## src/rtl/tft_pkg.sv

```systemverilog
// tft_pkg: shared command bytes and FSM encodings for the sprite blitter.
package tft_pkg;

    localparam logic [7:0] CMD_CASET = 8'h2A;
    localparam logic [7:0] CMD_PASET = 8'h2B;
    localparam logic [7:0] CMD_RAMWR = 8'h2C;

    // Window setup is CASET + 4 address bytes, PASET + 4 address bytes, RAMWR.
    localparam int WIN_BYTES = 11;

    typedef enum logic [1:0] {
        IDLE,
        WIN,
        PIX,
        FIN
    } state_e;

    typedef enum logic {
        ERASE,
        SPRITE
    } pass_e;

endpackage

```

## src/rtl/sprite_rom.sv

```systemverilog
// sprite_rom: combinational (frame,row,col) -> pixel bit lookup.
// The bitmap is flattened MSB first: frame 0 row 0 col 0 is the top bit.
module sprite_rom #(
    parameter int SIZE       = 22,
    parameter int NUM_FRAMES = 3,
    parameter int FRAME_W    = 2,
    parameter int CNT_W      = 7
) (
    input  logic [FRAME_W-1:0] frame,
    input  logic [CNT_W-1:0]   row,
    input  logic [CNT_W-1:0]   col,
    output logic               pix
);

    localparam int TOTAL = NUM_FRAMES * SIZE * SIZE;
    localparam int IDX_W = (TOTAL > 1) ? $clog2(TOTAL) : 1;

    // Frame art: 0 = hollow box with diagonal, 1 = checkerboard,
    // 2 = lower triangle below the diagonal (row 0 empty); repeats beyond 3.
    function automatic logic pattern(input int f, input int r, input int c);
        case (f % 3)
            0:       return (r == 0) || (r == SIZE - 1) || (c == 0) || (c == SIZE - 1) || (r == c);
            1:       return ((r + c) % 2) == 0;
            default: return (r != 0) && (c < r);
        endcase
    endfunction

    function automatic logic [TOTAL-1:0] build_bitmap();
        logic [TOTAL-1:0] bm;
        bm = '0;
        for (int f = 0; f < NUM_FRAMES; f++) begin
            for (int r = 0; r < SIZE; r++) begin
                for (int c = 0; c < SIZE; c++) begin
                    bm[TOTAL - 1 - ((f * SIZE + r) * SIZE + c)] = pattern(f, r, c);
                end
            end
        end
        return bm;
    endfunction

    localparam logic [TOTAL-1:0] BITMAP = build_bitmap();

    logic [IDX_W-1:0] idx;

    // Out-of-range frame/row/col reads as background.
    always_comb begin
        idx = IDX_W'(TOTAL - 1 - ((int'(frame) * SIZE + int'(row)) * SIZE + int'(col)));
        pix = 1'b0;
        if ((int'(frame) < NUM_FRAMES) && (int'(row) < SIZE) && (int'(col) < SIZE)) begin
            pix = BITMAP[idx];
        end
    end

endmodule

```

## src/rtl/sprite_blitter.sv

```systemverilog
// sprite_blitter: erases the uncovered part of the old sprite position, then
// streams the new animated sprite through the tft byte driver handshake.
// Handshake: a byte is issued only when enable && !tft_busy && !tft_transmit;
// tft_transmit is high for exactly one cycle per byte, tft_dc/tft_data are
// valid in that cycle, and done rises together with the job's final strobe.
module sprite_blitter
    import tft_pkg::*;
#(
    parameter int          SIZE       = 22,
    parameter int          COORD_W    = 9,
    parameter int          BPP_BYTES  = 2,
    parameter int          NUM_FRAMES = 3,
    parameter logic [23:0] FG_COLOR   = 24'hFFFFFF,
    parameter logic [23:0] BG_COLOR   = 24'h000000,
    parameter int          INIT_X     = 5,
    parameter int          INIT_Y     = 5,
    localparam int         FRAME_W    = (NUM_FRAMES > 1) ? $clog2(NUM_FRAMES) : 1
) (
    input  logic               clk,
    input  logic               rst_n,
    input  logic               enable,
    input  logic [COORD_W-1:0] x,
    input  logic [COORD_W-1:0] y,
    input  logic [FRAME_W-1:0] frame,
    input  logic               draw,
    output logic               ready,
    output logic               done,
    input  logic               tft_busy,
    output logic               tft_transmit,
    output logic               tft_dc,
    output logic [7:0]         tft_data
);

    localparam int                 CNT_W     = 7;
    localparam logic [COORD_W-1:0] SZ        = COORD_W'(SIZE);
    localparam logic [COORD_W-1:0] SZ_M1     = COORD_W'(SIZE - 1);
    localparam logic [COORD_W-1:0] ONE       = COORD_W'(1);
    localparam logic [1:0]         LAST_BYTE = 2'(BPP_BYTES - 1);
    localparam logic [3:0]         LAST_WIN  = 4'(WIN_BYTES - 1);

    state_e             state_q, state_d;
    pass_e              pass_q, pass_d;
    logic [COORD_W-1:0] pos_x_q, pos_x_d, pos_y_q, pos_y_d;
    logic [COORD_W-1:0] new_x_q, new_x_d, new_y_q, new_y_d;
    logic [FRAME_W-1:0] frame_q, frame_d;
    logic               valid_old_q, valid_old_d;
    logic [3:0]         win_idx_q, win_idx_d;
    logic [1:0]         bcnt_q, bcnt_d;
    logic [CNT_W-1:0]   col_q, col_d, row_q, row_d;
    logic               transmit_q, transmit_d;
    logic               dc_q, dc_d;
    logic [7:0]         data_q, data_d;
    logic               ready_q, ready_d;
    logic               done_q, done_d;

    logic [COORD_W-1:0] ex_min, ex_max, ey_min, ey_max;
    logic [COORD_W-1:0] wx_min, wx_max, wy_min, wy_max;
    logic [7:0]         win_byte;
    logic               win_dc;
    logic               rom_bit;
    logic [23:0]        pix_color;
    logic [7:0]         pix_byte;
    logic               can_issue, col_last, row_last;

    function automatic logic [7:0] hi_byte(input logic [COORD_W-1:0] v);
        logic [15:0] w;
        w = 16'(v);
        return w[15:8];
    endfunction

    function automatic logic [7:0] lo_byte(input logic [COORD_W-1:0] v);
        logic [15:0] w;
        w = 16'(v);
        return w[7:0];
    endfunction

    sprite_rom #(
        .SIZE       (SIZE),
        .NUM_FRAMES (NUM_FRAMES),
        .FRAME_W    (FRAME_W),
        .CNT_W      (CNT_W)
    ) u_rom (
        .frame (frame_q),
        .row   (row_q),
        .col   (col_q),
        .pix   (rom_bit)
    );

    // Erase rectangle: a strip when the move is purely horizontal or vertical
    // with overlap, otherwise the whole old rectangle.
    always_comb begin
        ex_min = pos_x_q;
        ex_max = pos_x_q + SZ_M1;
        ey_min = pos_y_q;
        ey_max = pos_y_q + SZ_M1;
        if (new_y_q == pos_y_q && pos_x_q < new_x_q && (new_x_q - pos_x_q) < SZ) begin
            ex_max = new_x_q - ONE;
        end else if (new_y_q == pos_y_q && new_x_q < pos_x_q && (pos_x_q - new_x_q) < SZ) begin
            ex_min = new_x_q + SZ;
        end else if (new_x_q == pos_x_q && pos_y_q < new_y_q && (new_y_q - pos_y_q) < SZ) begin
            ey_max = new_y_q - ONE;
        end else if (new_x_q == pos_x_q && new_y_q < pos_y_q && (pos_y_q - new_y_q) < SZ) begin
            ey_min = new_y_q + SZ;
        end
    end

    // Active window for the current pass, window byte and pixel byte muxes.
    always_comb begin
        wx_min = (pass_q == ERASE) ? ex_min : new_x_q;
        wx_max = (pass_q == ERASE) ? ex_max : new_x_q + SZ_M1;
        wy_min = (pass_q == ERASE) ? ey_min : new_y_q;
        wy_max = (pass_q == ERASE) ? ey_max : new_y_q + SZ_M1;
        win_dc = 1'b1;
        case (win_idx_q)
            4'd0:    begin win_byte = CMD_CASET; win_dc = 1'b0; end
            4'd1:    win_byte = hi_byte(wx_min);
            4'd2:    win_byte = lo_byte(wx_min);
            4'd3:    win_byte = hi_byte(wx_max);
            4'd4:    win_byte = lo_byte(wx_max);
            4'd5:    begin win_byte = CMD_PASET; win_dc = 1'b0; end
            4'd6:    win_byte = hi_byte(wy_min);
            4'd7:    win_byte = lo_byte(wy_min);
            4'd8:    win_byte = hi_byte(wy_max);
            4'd9:    win_byte = lo_byte(wy_max);
            default: begin win_byte = CMD_RAMWR; win_dc = 1'b0; end
        endcase
        pix_color = (pass_q == SPRITE && rom_bit) ? FG_COLOR : BG_COLOR;
        pix_byte  = 8'(pix_color >> (8 * (BPP_BYTES - 1 - int'(bcnt_q))));
        col_last  = (col_q == CNT_W'(wx_max - wx_min));
        row_last  = (row_q == CNT_W'(wy_max - wy_min));
        can_issue = !tft_busy && !transmit_q;
    end

    // Next-state logic: everything holds while enable is low; strobe/done self-clear.
    always_comb begin
        state_d     = state_q;
        pass_d      = pass_q;
        pos_x_d     = pos_x_q;
        pos_y_d     = pos_y_q;
        new_x_d     = new_x_q;
        new_y_d     = new_y_q;
        frame_d     = frame_q;
        valid_old_d = valid_old_q;
        win_idx_d   = win_idx_q;
        bcnt_d      = bcnt_q;
        col_d       = col_q;
        row_d       = row_q;
        dc_d        = dc_q;
        data_d      = data_q;
        ready_d     = ready_q;
        transmit_d  = 1'b0;
        done_d      = 1'b0;
        if (enable) begin
            case (state_q)
                IDLE: begin
                    if (draw && ready_q) begin
                        new_x_d   = x;
                        new_y_d   = y;
                        frame_d   = frame;
                        ready_d   = 1'b0;
                        win_idx_d = '0;
                        pass_d    = (valid_old_q && (x != pos_x_q || y != pos_y_q)) ? ERASE : SPRITE;
                        state_d   = WIN;
                    end
                end
                WIN: begin
                    if (can_issue) begin
                        transmit_d = 1'b1;
                        dc_d       = win_dc;
                        data_d     = win_byte;
                        if (win_idx_q == LAST_WIN) begin
                            bcnt_d  = '0;
                            col_d   = '0;
                            row_d   = '0;
                            state_d = PIX;
                        end else begin
                            win_idx_d = win_idx_q + 4'd1;
                        end
                    end
                end
                PIX: begin
                    if (can_issue) begin
                        transmit_d = 1'b1;
                        dc_d       = 1'b1;
                        data_d     = pix_byte;
                        if (bcnt_q != LAST_BYTE) begin
                            bcnt_d = bcnt_q + 2'd1;
                        end else begin
                            bcnt_d = '0;
                            if (!col_last) begin
                                col_d = col_q + 1'b1;
                            end else begin
                                col_d = '0;
                                if (!row_last) begin
                                    row_d = row_q + 1'b1;
                                end else if (pass_q == ERASE) begin
                                    pass_d    = SPRITE;
                                    win_idx_d = '0;
                                    state_d   = WIN;
                                end else begin
                                    done_d  = 1'b1;
                                    state_d = FIN;
                                end
                            end
                        end
                    end
                end
                FIN: begin
                    pos_x_d     = new_x_q;
                    pos_y_d     = new_y_q;
                    valid_old_d = 1'b1;
                    ready_d     = 1'b1;
                    state_d     = IDLE;
                end
                default: state_d = IDLE;
            endcase
        end
    end

    // State registers; reset aborts any job and forgets the old position.
    always_ff @(posedge clk or negedge rst_n) begin
        if (!rst_n) begin
            state_q     <= IDLE;
            pass_q      <= SPRITE;
            pos_x_q     <= COORD_W'(INIT_X);
            pos_y_q     <= COORD_W'(INIT_Y);
            new_x_q     <= COORD_W'(INIT_X);
            new_y_q     <= COORD_W'(INIT_Y);
            frame_q     <= '0;
            valid_old_q <= 1'b0;
            win_idx_q   <= '0;
            bcnt_q      <= '0;
            col_q       <= '0;
            row_q       <= '0;
            transmit_q  <= 1'b0;
            dc_q        <= 1'b0;
            data_q      <= '0;
            ready_q     <= 1'b1;
            done_q      <= 1'b0;
        end else begin
            state_q     <= state_d;
            pass_q      <= pass_d;
            pos_x_q     <= pos_x_d;
            pos_y_q     <= pos_y_d;
            new_x_q     <= new_x_d;
            new_y_q     <= new_y_d;
            frame_q     <= frame_d;
            valid_old_q <= valid_old_d;
            win_idx_q   <= win_idx_d;
            bcnt_q      <= bcnt_d;
            col_q       <= col_d;
            row_q       <= row_d;
            transmit_q  <= transmit_d;
            dc_q        <= dc_d;
            data_q      <= data_d;
            ready_q     <= ready_d;
            done_q      <= done_d;
        end
    end

    assign tft_transmit = transmit_q;
    assign tft_dc       = dc_q;
    assign tft_data     = data_q;
    assign ready        = ready_q;
    assign done         = done_q;

endmodule

```

## config.mk

```make
export PLATFORM = sky130hd
export DESIGN_NAME = sprite_blitter
export DESIGN_NICKNAME = d
export VERILOG_FILES = /design/src/rtl/tft_pkg.sv /design/src/rtl/sprite_rom.sv /design/src/rtl/sprite_blitter.sv
export SDC_FILE = /design/constraint.sdc
export NUM_CORES = 1
export LEC_CHECK = 0
export CAP_MARGIN = 20
export CORE_MARGIN = 5
export CORE_UTILIZATION = 48
export CTS_BUF_LIST = sky130_fd_sc_hd__clkbuf_4 sky130_fd_sc_hd__clkbuf_8
export DETAILED_ROUTE_END_ITERATION = 12
export GPL_ROUTABILITY_DRIVEN = 1
export GPL_TIMING_DRIVEN = 0
export PLACE_DENSITY = 0.68
export SYNTH_ARGS = -nofsm -noshare
export SYNTH_HDL_FRONTEND = slang
export SYNTH_SLANG_ARGS = --single-unit
```

## constraint.sdc

```tcl
create_clock -name clk -period 6.95 [get_ports clk]
set_input_delay 1.39 -clock clk [delete_from_list [all_inputs] [get_ports clk]]
set_output_delay 1.39 -clock clk [all_outputs]
set_load 0.01 [all_outputs]
```

-- Yosys cells after proc, flatten, opt, wreduce, memory -nomap -nowiden
Memory sizes are Yosys's and may differ from the RTL's.
Index checks and enable logic that the tools add are counted.
- $add $sub $neg: 22
- multiply operators: 2
- magnitude comparators: 12
- equal/unequal tests: 30
- shifts and indexed selects: 1
- mux-type cells: 78
- reduce and logical (&&, ||, !) cells: 35
- operators by type and width (kind ; count):
    2-to-1 mux 9 bit ; 14
    one-hot mux 8 bit (10 select lines) ; 1
    2-to-1 mux 7 bit ; 9
    adder 9 x 5 -> 9 bit (second input constant) ; 6
    less-than comparator 9 x 5 -> 1 bit (second input constant) ; 4
    less-than comparator 9 bit ; 4
    subtractor 9 bit ; 4
    adder 32 x 8 -> 32 bit ; 1
    multiplier 32 x 5 -> 10 bit (second input constant) ; 1
    2-to-1 mux 4 bit ; 8
    >> shifter 24 x 32 -> 8 bit ; 1
    one-hot mux 7 bit (2 select lines) ; 2
    2-to-1 mux 2 bit ; 12
    2-to-1 mux 24 bit ; 1
    2-to-1 mux 1 bit ; 22
    != test 2 bit (second input constant) ; 10
    equality test 9 bit ; 2
    != test 9 bit ; 2
    subtractor 9 x 1 -> 9 bit (second input constant) ; 2
    equality test 4 x 3 -> 1 bit (second input constant) ; 4
    2-to-1 mux 8 bit ; 2
    one-hot mux 8 bit (2 select lines) ; 1
    AND reduction 8 bit ; 2
    adder 7 x 1 -> 7 bit (second input constant) ; 2
    37 further kinds ; 63
- bits in registers: 74
- bits in read-only memories: 2048
- output and inout port bits: 12
- logic and storage cells: 198
- memories kept: 1
- memory list (name ; words ; bits a word ; rd ports ; clocked after memory_dff ; write ports ; RTL line ; text):
    (name not given) ; 2048 ; 1 ; 1 ; 0 ; 0 ; sprite_rom.sv:50 ; pix = BITMAP[idx];

-- Longest topological paths before layout
Gate-level depths: netlist of the first run.
- depth in word-level cells: 16
- mapped depth: 27

-- Modules after synthesis
A second synthesis of the first run with hierarchy kept.
- cells, all modules: 1449
- area total of the unflattened synthesis: 11305.8 um^2
- modules (own cells, without submodules) (module ; times used ; cells each ; area an instance (um^2) ; seq. area each (um^2)):
    sprite_blitter ; 1 ; 1061 ; 8336.7 ; 1864.3
    sprite_rom ; 1 ; 388 ; 2969.1 ; 0.0

-- Worst setup path after synthesis of the first run
No wires, ideal clock.
- path type: reg2reg
- start: register pos_x_q[2]
- end: register state_q[1]
- library setup time: 0.129 ns
- arrival: 6.022 ns
- path slack: 0.798 ns
- stages on the path, launching flop included: 25
- cells stage by stage: dfstp_2 -> clkbuf_1 -> inv_1 -> ha_1 -> buf_6 -> and3_4 -> o21a_1 -> or3_4 -> a2111oi_4 -> or3b_4 -> o2111ai_2 -> nand2_1 -> mux2i_1 -> ha_1 -> inv_1 -> fa_1 -> a21o_1 -> a21o_1 -> xnor2_1 -> or4_2 -> a31oi_1 -> mux2i_2 -> buf_6 -> a2111oi_2 -> o2bb2ai_1
- word-level cells in the longest chain between the ends: 12
- elaborated cells on any way between the ends: 37
- classes of those cells: 5 x add/sub; 4 x order compare; 5 x eq/ne; 14 x mux; 9 x reduce/logical
- ends and longest elaborated chain (what ; RTL line ; text):
    start: declaration ; sprite_blitter.sv:43 ; logic [COORD_W-1:0] pos_x_q, pos_x_d, pos_y_q, pos_y_d;
    start signal: assignment ; sprite_blitter.sv:225 ; pos_x_q <= COORD_W'(INIT_X);
    start signal: assignment ; sprite_blitter.sv:243 ; pos_x_q <= pos_x_d;
    parallel branches: the longest is 11 deep, another holds subtractor 9 bit ; -- ;
    AND reduction 8 bit (no line) * ; -- ;
    end signal: assignment ; sprite_blitter.sv:241 ; state_q <= state_d;
    end: declaration ; sprite_blitter.sv:41 ; state_e state_q, state_d;
Every way passes the cells marked *.
A chain may end at the register's enable or synchronous reset.

-- Final worst setup path of the first run
- start: register frame_q[0]
- end: register data_q[0], in the netlist tft_data[0]
- word-level cells in the longest chain between the ends: 13
- elaborated cells on any way between the ends: 16
- classes of those cells: 3 x add/sub; 2 x mul; 1 x order compare; 1 x shift; 5 x mux; 3 x reduce/logical; 1 x memory
- ends and longest elaborated chain (what ; RTL line ; text):
    start: declaration ; sprite_blitter.sv:45 ; logic [FRAME_W-1:0] frame_q, frame_d;
    start signal: assignment ; sprite_blitter.sv:247 ; frame_q <= frame_d;
    multiplier 2 x 4 -> 6 bit ; sprite_rom.sv:47 ; idx = IDX_W'(TOTAL - 1 - ((int'(frame) * SIZE + int'(row)) * SIZE + int'(col)));
    adder 32 x 8 -> 32 bit ; sprite_rom.sv:47 ;
    multiplier 32 x 5 -> 10 bit ; sprite_rom.sv:47 ;
    adder 11 x 8 -> 11 bit ; sprite_rom.sv:47 ;
    subtractor 11 bit ; sprite_rom.sv:47 ;
    memory read (2048 x 1 bit) ; -- ;
    2-to-1 mux 1 bit (implied by the code) ; sprite_rom.sv:50 ;
    2-to-1 mux 1 bit * ; sprite_rom.sv:49 ; if ((int'(frame) < NUM_FRAMES) && (int'(row) < SIZE) && (int'(col) < SIZE)) begin
    logical AND 1 bit * ; sprite_blitter.sv:127 ; pix_color = (pass_q == SPRITE && rom_bit) ? FG_COLOR : BG_COLOR;
    2-to-1 mux 24 bit * ; sprite_blitter.sv:127 ;
    >> shifter 24 x 32 -> 8 bit * ; sprite_blitter.sv:128 ; pix_byte = 8'(pix_color >> (8 * (BPP_BYTES - 1 - int'(bcnt_q))));
    2-to-1 mux 8 bit * ; sprite_blitter.sv:182 ; if (can_issue) begin
    one-hot mux 8 bit (2 select lines) * ; sprite_blitter.sv:154 ; case (state_q)
    end signal: assignment ; sprite_blitter.sv:255 ; data_q <= data_d;
    end: declaration ; sprite_blitter.sv:52 ; logic [7:0] data_q, data_d;
Mark *: on every way between the ends. The rest lies on a longest branch, timed or not. The select of a mux whose other input is x is not followed.

==> metrics list, run 1 <==
- Status: finished clean
* Number of enable-type register cells in the synthesized netlist: 0
* Post-Syn Instances: approximately 1500
* DIE WIDTH: 165 um
- The via count of the first global-routing pass came to roughly 11000.
- Across every metal layer, demand over resource in global routing totals 0.269.
- The hold violation total from the final report is 0.
- Sequential share of power: 0.127
- The count of buffers added on input and output ports is 36.
* Worst IR drop on VDD: slightly above 0.3 mV
- In this run the core area contains 56 standard-cell rows.
- Counting the buffers created by CTS gives 9.
- Setup slack, reg-to-reg: 0.25 ns
- Routed via count divided by cell count: between 6 and 7
- Mapped Avg Cell Area: about 7.9 sq um
* Total power draw: 4.02 mW
- Max Freq: 0.149 GHz
- CTS HTree Levels: 3
- The first global-routing pass estimated 57900 um of wire.
* Number of endpoints failing setup at the final stage: 0
- Global placer's final weighted congestion: 0.951
- Type of the most critical hold path: register to register
- Overall overflow remaining after global route: 0
- Leakage power of the design: 5.35 nW
- Of all nets on the critical path, the largest fanout is 10.
- The tool flagged a number of max-cap violations equal to 0.
* Post-route core utilization: 0.539
* Initial antenna violation count: 0
- The cell area that synthesis handed to floorplanning was between 10000 and 15000 sq um.
- Count of cells along the worst register-to-register path: 20
- 1st-pass router iterations: 7
- DP Wirelength: between 20000 and 30000 um
* Initial Util: 0.491
- The most critical setup path has its startpoint at frame_q[0].
- The routed design has about 37000 um of wire.
* Avg WL per Cell: about 20 um
- The library cells used most frequently in the layout, excluding fill and tap cells, are nand2_1 (123), ha_1 (119), inv_1 (101), a21oi_1 (101), nor2_1 (100).
- Count of distinct cell types in the synthesized netlist: 122
* Die outline area: between 20000 and 30000 sq um
- Synthesis produced a netlist with a net count of about 1600.
- Final cycle utilization of the critical path: 0.964
- Most used DFF post-synth: dfrtp_1
- Number of diodes: 0
- The Yosys step of the flow raised 0 warnings.
* Clk pin slew, worst setup/hold paths: roughly 0.090 ns
- Total met2 wirelength after detailed routing: between 15000 and 20000 um
- For this block, the via count after detailed routing is about 11000.
* Sequential area share after synthesis: 0.161
- For the pin with the worst max-slew slack, the measured transition is 1.12 ns.
* Share of post-route cells with drive strength above 1: 0.113
* Required time worst endpoint: just over 7 ns
* Power density over the cells: 316 nW/um^2
- The final layout contains 1668 nets.
* Max-Slew Margin vs Limit: 0.243
* Reg2Reg Launch Point: frame_q[0]
- The internal power of the cells totals around 1.8 mW.
* Metal3 WL: between 2000 and 2500 um
- The clock arrives with roughly 0.016 ns of skew.
- Setup repair after global routing missed its margin: true
- During I/O placement, the number of pins put on the boundary was 37.
* Iteration-0 DRC count of the detailed router: 1064
* Setup crit end kind: register
* Clock tree buffer depth: 2
- TritonCTS built the clock tree.
- Destination of the critical timing path: tft_data[0]
* Clock network fraction of design power: 0.091
- For this block, wires on met1 add up to 16200 um.
* Core area: roughly 24000 sq um
- Most common library cell in the layout ignoring fill and taps: nand2_1
- Tightest hold margin: about 0.48 ns
* Kind of start point of the critical path: register
- The worst setup path is of the register to register kind.
- The worst path in the final design needs a cycle of 6.70 ns, including I/O delays and setup.
- Clock latency on the worst-skew pair: a little under 0.4 ns
- Count of final max-slew check failures: 0
- Total clock sinks: 74
* Growth of design area from synthesis to finish: 9.70%
* Antenna-violating nets left: 0
- Clock root cell: clkbuf_8
- Of all flip-flops after synthesis, the portion carrying an async set or reset was 1.00.
- Final routed DRC violation total: 0
- The die is between 150 and 200 um tall.
- Data arrives at the worst endpoint at just under 7 ns.
* FF-to-FF End: tft_data[0]
* Sw Pwr: between 2 and 2.5 mW
- Of the total power, the share spent switching nets is 0.557.
- Flip-flop and latch count after synthesis: 74
- Largest net degree at the start of global routing: 42
- Highest routed metal layer: met4
- The share of total power dissipated in combinational logic is 0.782.
==> sequential cells by signal, indices dropped and copies added (netlist names), 2 cells and up <==
signal,count
frame_q,2
tft_data,8
col_q,7
row_q,7
new_x_q,9
new_y_q,9
pos_x_q,9
pos_y_q,9
bcnt_q,2
win_idx_q,4
state_q,2
==> power by group through the flow <==
| stage | logic [mW] | registers (mW) | clock network, mW |
|---|---|---|---|
| 2_1_floorplan | 2.24 | 0.505 | 0 |
| 3_3_place_gp | 3.04 | 0.516 | 0 |
| 3_5_place_dp | 3.02 | 0.517 | 0 |
| 4_1_cts | 3.04 | 0.509 | 0.371 |
| 5_1_grt | 3.37 | 0.514 | 0.386 |
| 6_report | 3.14 | 0.509 | 0.367 |
==> area by class of cell <==
| class | count | area [sq um] |
|---|---|---|
| well taps | 319 | 399 |
| flip-flops and latches | 74 | 1870 |
| multi-input cells | 1200 | 8940 |
| fillers | 2337 | 10900 |
| inverters | 110 | 413 |
| plain buffers | 73 | 482 |
| clock buffers | 10 | 138 |
| clock inverters | 6 | 65.1 |
| repair buffers | 43 | 419 |
==> critical path, cell delays in order, from the launching register on <==
cell and delay, ns:
dfrtp_1 0.43, inv_1 0.06, ha_1 0.28, inv_1 0.09
fa_1 0.48, ha_1 0.30, ha_1 0.31, inv_1 0.06
fa_1 0.47, ha_1 0.29, ha_1 0.39, xor2_1 0.69
clkbuf_1 0.44, nor2_1 0.12, o21ai_0 0.25, a31oi_1 0.14
a2111oi_1 0.75, a2111oi_0 0.18, buf_1 0.21, nor3_2 0.43
a31oi_1 0.14
==> how the worst min path moves through the flow <==
stage,startpoint,end,cells after the start
after CTS,valid_old_q,valid_old_q,1
after detailed placement,valid_old_q,valid_old_q,1
after floorplan,valid_old_q,valid_old_q,1
after global placement,valid_old_q,valid_old_q,1
final,valid_old_q,valid_old_q,1
after global routing,valid_old_q,valid_old_q,1
==> cell usage after synthesis, types with 11 or more instances <==
cell type | n | area [sq um]
a211oi_1 | 12 | 90.1
a21o_1 | 32 | 240
a21oi_1 | 102 | 510
a31oi_1 | 20 | 125
and3_1 | 14 | 87.6
clkbuf_1 | 46 | 173
clkbuf_8 | 13 | 179
dfrtp_1 | 64 | 1600
fa_1 | 13 | 260
ha_1 | 119 | 1490
inv_1 | 102 | 383
mux2_2 | 22 | 248
mux2i_1 | 32 | 320
nand2_1 | 123 | 462
nand2b_1 | 11 | 68.8
nand3_1 | 37 | 185
nand4_1 | 25 | 156
nor2_1 | 100 | 375
nor2b_1 | 17 | 106
nor3_1 | 44 | 220
nor4_1 | 17 | 106
o211ai_1 | 18 | 135
o21ai_0 | 101 | 505
xnor2_1 | 93 | 815
xor2_1 | 24 | 210
==> metrics by stage <==
| step | area (sq um) | cells | TNS, ns | setup slack, ns |
|---|---|---|---|---|
| 4_1_cts | 12600 | 1833 | 0 | 0.0386 |
| 5_1_grt | 12700 | 1835 | -0.0472 | -0.0325 |
| 3_5_place_dp | 12400 | 1817 | -1.75 | -0.206 |
| 2_1_floorplan | 11600 | 1460 | 0 | 0.798 |
| 3_3_place_gp | 12400 | 1815 | -1.97 | -0.231 |
| 6_report | 12700 | 1835 | 0 | 0.251 |
==> per-layer routing <==
layer  track usage  vias to the layer above
met5             0                        -
li1              -                     5394
met4         0.103                        0
met3        0.0340                       88
met1         0.364                     5402
met2         0.440                      441
==> timing repair <==
action,in CTS,in global routing
buffers inserted,0,5
gates resized for setup,3,33
setup endpoints to repair,14,29
hold buffers,0,0
pin swaps,0,3
==> logic make-up (layout without fill, tap and decap cells) <==
kind of cell / Yosys count / count (layout) / share of synthesized area
buf+inv: 186 / 242 / 0.0775
xor+xnor: 120 / 120 / 0.0926
fa+ha+maj: 132 / 132 / 0.151
mux: 60 / 60 / 0.0586
compound gates: 419 / 419 / 0.248
simple gates: 469 / 469 / 0.212
flops: 74 / 74 / 0.161
Note: power is estimated with default switching activity, not from simulation.
==> inputs of run 2 (changes only) <==
--- a/config.mk
+++ b/config.mk
@@ -13,6 +13,7 @@
 export GPL_ROUTABILITY_DRIVEN = 1
 export GPL_TIMING_DRIVEN = 0
 export PLACE_DENSITY = 0.68
+export SLEW_MARGIN = 5
 export SYNTH_ARGS = -nofsm -noshare
 export SYNTH_HDL_FRONTEND = slang
 export SYNTH_SLANG_ARGS = --single-unit
==> results of run 2 <==
Same layout as run 1: the final DEF is identical, and so are final timing and power.
==> inputs of run 3 (changes only) <==
--- a/config.mk
+++ b/config.mk
@@ -6,13 +6,15 @@
 export NUM_CORES = 1
 export LEC_CHECK = 0
 export CAP_MARGIN = 20
+export CELL_PAD_IN_SITES_DETAIL_PLACEMENT = 0
+export CELL_PAD_IN_SITES_GLOBAL_PLACEMENT = 1
 export CORE_MARGIN = 5
 export CORE_UTILIZATION = 48
 export CTS_BUF_LIST = sky130_fd_sc_hd__clkbuf_4 sky130_fd_sc_hd__clkbuf_8
 export DETAILED_ROUTE_END_ITERATION = 12
 export GPL_ROUTABILITY_DRIVEN = 1
 export GPL_TIMING_DRIVEN = 0
-export PLACE_DENSITY = 0.68
+export PLACE_DENSITY = 0.85
 export SLEW_MARGIN = 5
 export SYNTH_ARGS = -nofsm -noshare
 export SYNTH_HDL_FRONTEND = slang
==> run 3 against run 2 <==
Sequential power about the same. Hold slack better by 0.013 ns. Non-clock buffer count up 4. Global-route usage up 0.64 points. Combinational power about the same. Sequential share of layout area down 0.057 points. Critical path type unchanged.
==> metrics list, run 3 (synthesis gave the netlist of run 1 again) <==
* Status: finished clean
- Filler cell count: ~2300
* Total clock sinks: 74
* Leakage power of the design: 5.37 nW
- Largest net degree at the start of global routing: 60
- The die covers roughly 27000 sq um.
* Clock latency on the worst-skew pair: 0.39 ns
- Of the total power, the share spent switching nets is 0.558.
- After the flow finishes, the layout carries non-filler instances totaling approximately 1800.
- Vias after detailed routing: between 10000 and 15000
- The floorplan step set the die width to roughly 170 um.
- In this run, post-CTS hold repair placed 0 buffers.
- Final routed DRC violation total: 0
* Core area: 23600 sq um
- The final-report max-slew violation count is 0.
* Number of endpoints failing setup at the final stage: 0
- The share of total power dissipated in combinational logic is 0.780.
- After clock tree synthesis, the clock-pin slew on the worst setup and hold paths is about 0.11 ns.
- Together, buffers and inverters on the worst path number 4.
- Number of stages on the worst setup path: 25
- In the final layout, the share of cells above drive strength 1 is 0.114.
- Clock tree buffer depth: 2
- Count of pins on the block boundary: 37
* Global placer's final weighted congestion: around 0.96
- The repair_antennas step left the layout with diodes totalling 0.
- STA classifies the critical path startpoint as a register.
- The worst path in the final design needs a cycle of roughly 6.7 ns, including I/O delays and setup.
* Worst IR drop on VDD: around 0.43 mV
* Number of input and output port buffers inserted: 36
- After floorplanning, the core was divided into 56 placement rows.
* Number of failing hold endpoints at the final stage: 0
- The die is 165 um tall.
- Arrival time worst endpoint: roughly 7.0 ns
- CP max-delay cell: dfstp_2
* Antenna-violating nets left: 0
- Counting the buffers created by CTS gives 9.
- For this design the ratio of total power to cell area is approximately 320 nW/um^2.
- In this design, the stage delay of the slowest critical-path cell is around 0.63 ns.
* Setup repair after global routing missed its margin: false
- CTS HTree Levels: 3
- Global-route usage over all layers: 0.275
- TritonCTS built the clock tree.
* Growth of design area from synthesis to finish: 10.1%
* Max-Slew Margin vs Limit: 0.321
- For this design the total switching power over the nets is about 2.3 mW.
- Tightest hold margin: between 0.4 and 0.5 ns
- The first global-routing pass estimated about 60000 um of wire.
- After the first detailed-routing iteration, the DRC count stood at approximately 1100.
- In the routed layout, each cell is associated on average with a via count of between 6 and 7.
- Grouping stages by cell kind, the critical path spends the most delay in simple AND/OR/NAND/NOR gates.
- At the pin with the least slew margin, the transition time is 1.00 ns.
- Most common library cell in the layout ignoring fill and taps: nand2_1
* Most used cells in the layout excluding fill and tap cells: nand2_1 (123), ha_1 (119), inv_1 (102)
* Max Freq: 0.150 GHz
- Initial antenna violation count: 0
- Final cycle utilization of the critical path: 0.957
* Post-route clock skew: approximately 0.021 ns
* Total Routed Length: 37900 um
- Global routing finished with a remaining overflow of 0.
- Number of instances in the placed design: 1816
* Startpoint-to-endpoint class of the critical path: register to register
- Type of the most critical hold path: register to register
* Crit-path most repeated cell: a21o_1
- Initial Util: 0.491
* Required time worst endpoint: between 7 and 8 ns
- Via count of the first global-routing pass: roughly 11000
- At the end of the flow, the number of nets in the layout was between 1500 and 2000.
- Setup TNS Final: 0 ns
* Sequential share of power: 0.126
- Counting instances, the worst hold path has a depth of 1.
- Of the total power, the clock network draws 0.094.
- For this run, the detailed router's first-pass iteration total came to 6.
- Max-cap violations in this run came to 0.
- STA classifies the critical path endpoint as a register.
- Dividing the detail-routed wire length by the instance count gives ~21 um.
- Measured in cells, the most critical reg-to-reg path has a length of 25.
* Maximum net fanout on the critical path: 10
- Internal power: 1.79 mW
- The tree is rooted in a clkbuf_8.
* DP Wirelength: between 20000 and 30000 um
==> run 3: cell count changes in the layout (fill, tap and decap cells not counted), sizes merged <==
cell | before | now
buf | 23 | 25
clkbuf | 67 | 68
inv | 105 | 106
==> run 3: final timing paths <==
kind                        startpoint     endpoint  slack, ns
max                         pos_x_q[0]     row_q[4]       0.30
min                        valid_old_q  valid_old_q       0.49
max reg2reg                 pos_x_q[0]     row_q[4]       0.30
min reg2reg                valid_old_q  valid_old_q       0.49
max in group asynchronous        rst_n   pos_x_q[0]       5.44
min in group asynchronous        rst_n   state_q[1]       0.84
==> run 3: final cells by class <==
class / count / area, sq um / area share
Timing Repair Buffer: 45 / 445 / 0.0349
Sequential cell: 74 / 1870 / 0.146
Clock inverter: 7 / 86.3 / 0.00676
Clock buffer: 9 / 124 / 0.00970
Inverter: 110 / 413 / 0.0323
Tap cell: 319 / 399 / 0.0313
Buffer: 75 / 490 / 0.0384
Multi-Input combinational cell: 1200 / 8940 / 0.700
==> run 3: per-stage QoR <==
step	setup slack [ns]	power, mW	utilization	area, sq um
after floorplan	0.798	2.74	-	11600
final	0.295	4.04	0.541	12800
after detailed placement	-0.335	3.53	0.524	12400
after global routing	0.00915	4.34	0.541	12800
after CTS	0.0151	3.95	0.535	12600
after global placement	-0.369	3.58	0.523	12400
==> run 3: routing by layer <==
layer / wire length, um / GRT usage / share of wire
met2: 17800 / 0.460 / 0.47
met1: 16700 / 0.372 / 0.44
met5: 0 / 0 / 0
met4: 1090 / 0.0892 / 0.029
met3: 2350 / 0.0323 / 0.062
==> run 3: power by group through the flow <==
| stage | Combinational (mW) | Clock, mW | Sequential, mW |
|---|---|---|---|
| global route | 3.42 | 0.403 | 0.516 |
| floorplan | 2.24 | 0 | 0.505 |
| finish | 3.16 | 0.380 | 0.508 |
| global placement | 3.06 | 0 | 0.516 |
| CTS | 3.05 | 0.387 | 0.508 |
| detailed placement | 3.02 | 0 | 0.516 |
==> run 3: what timing repair did <==
item | 4_1_cts | 5_1_grt
endpoints found under the setup margin | 9 | 29
endpoints found under the hold margin | 0 | 0
buffers inserted | 0 | 8
cloned | 0 | 0
gates resized for setup | 7 | 28
pin swaps | 0 | 3
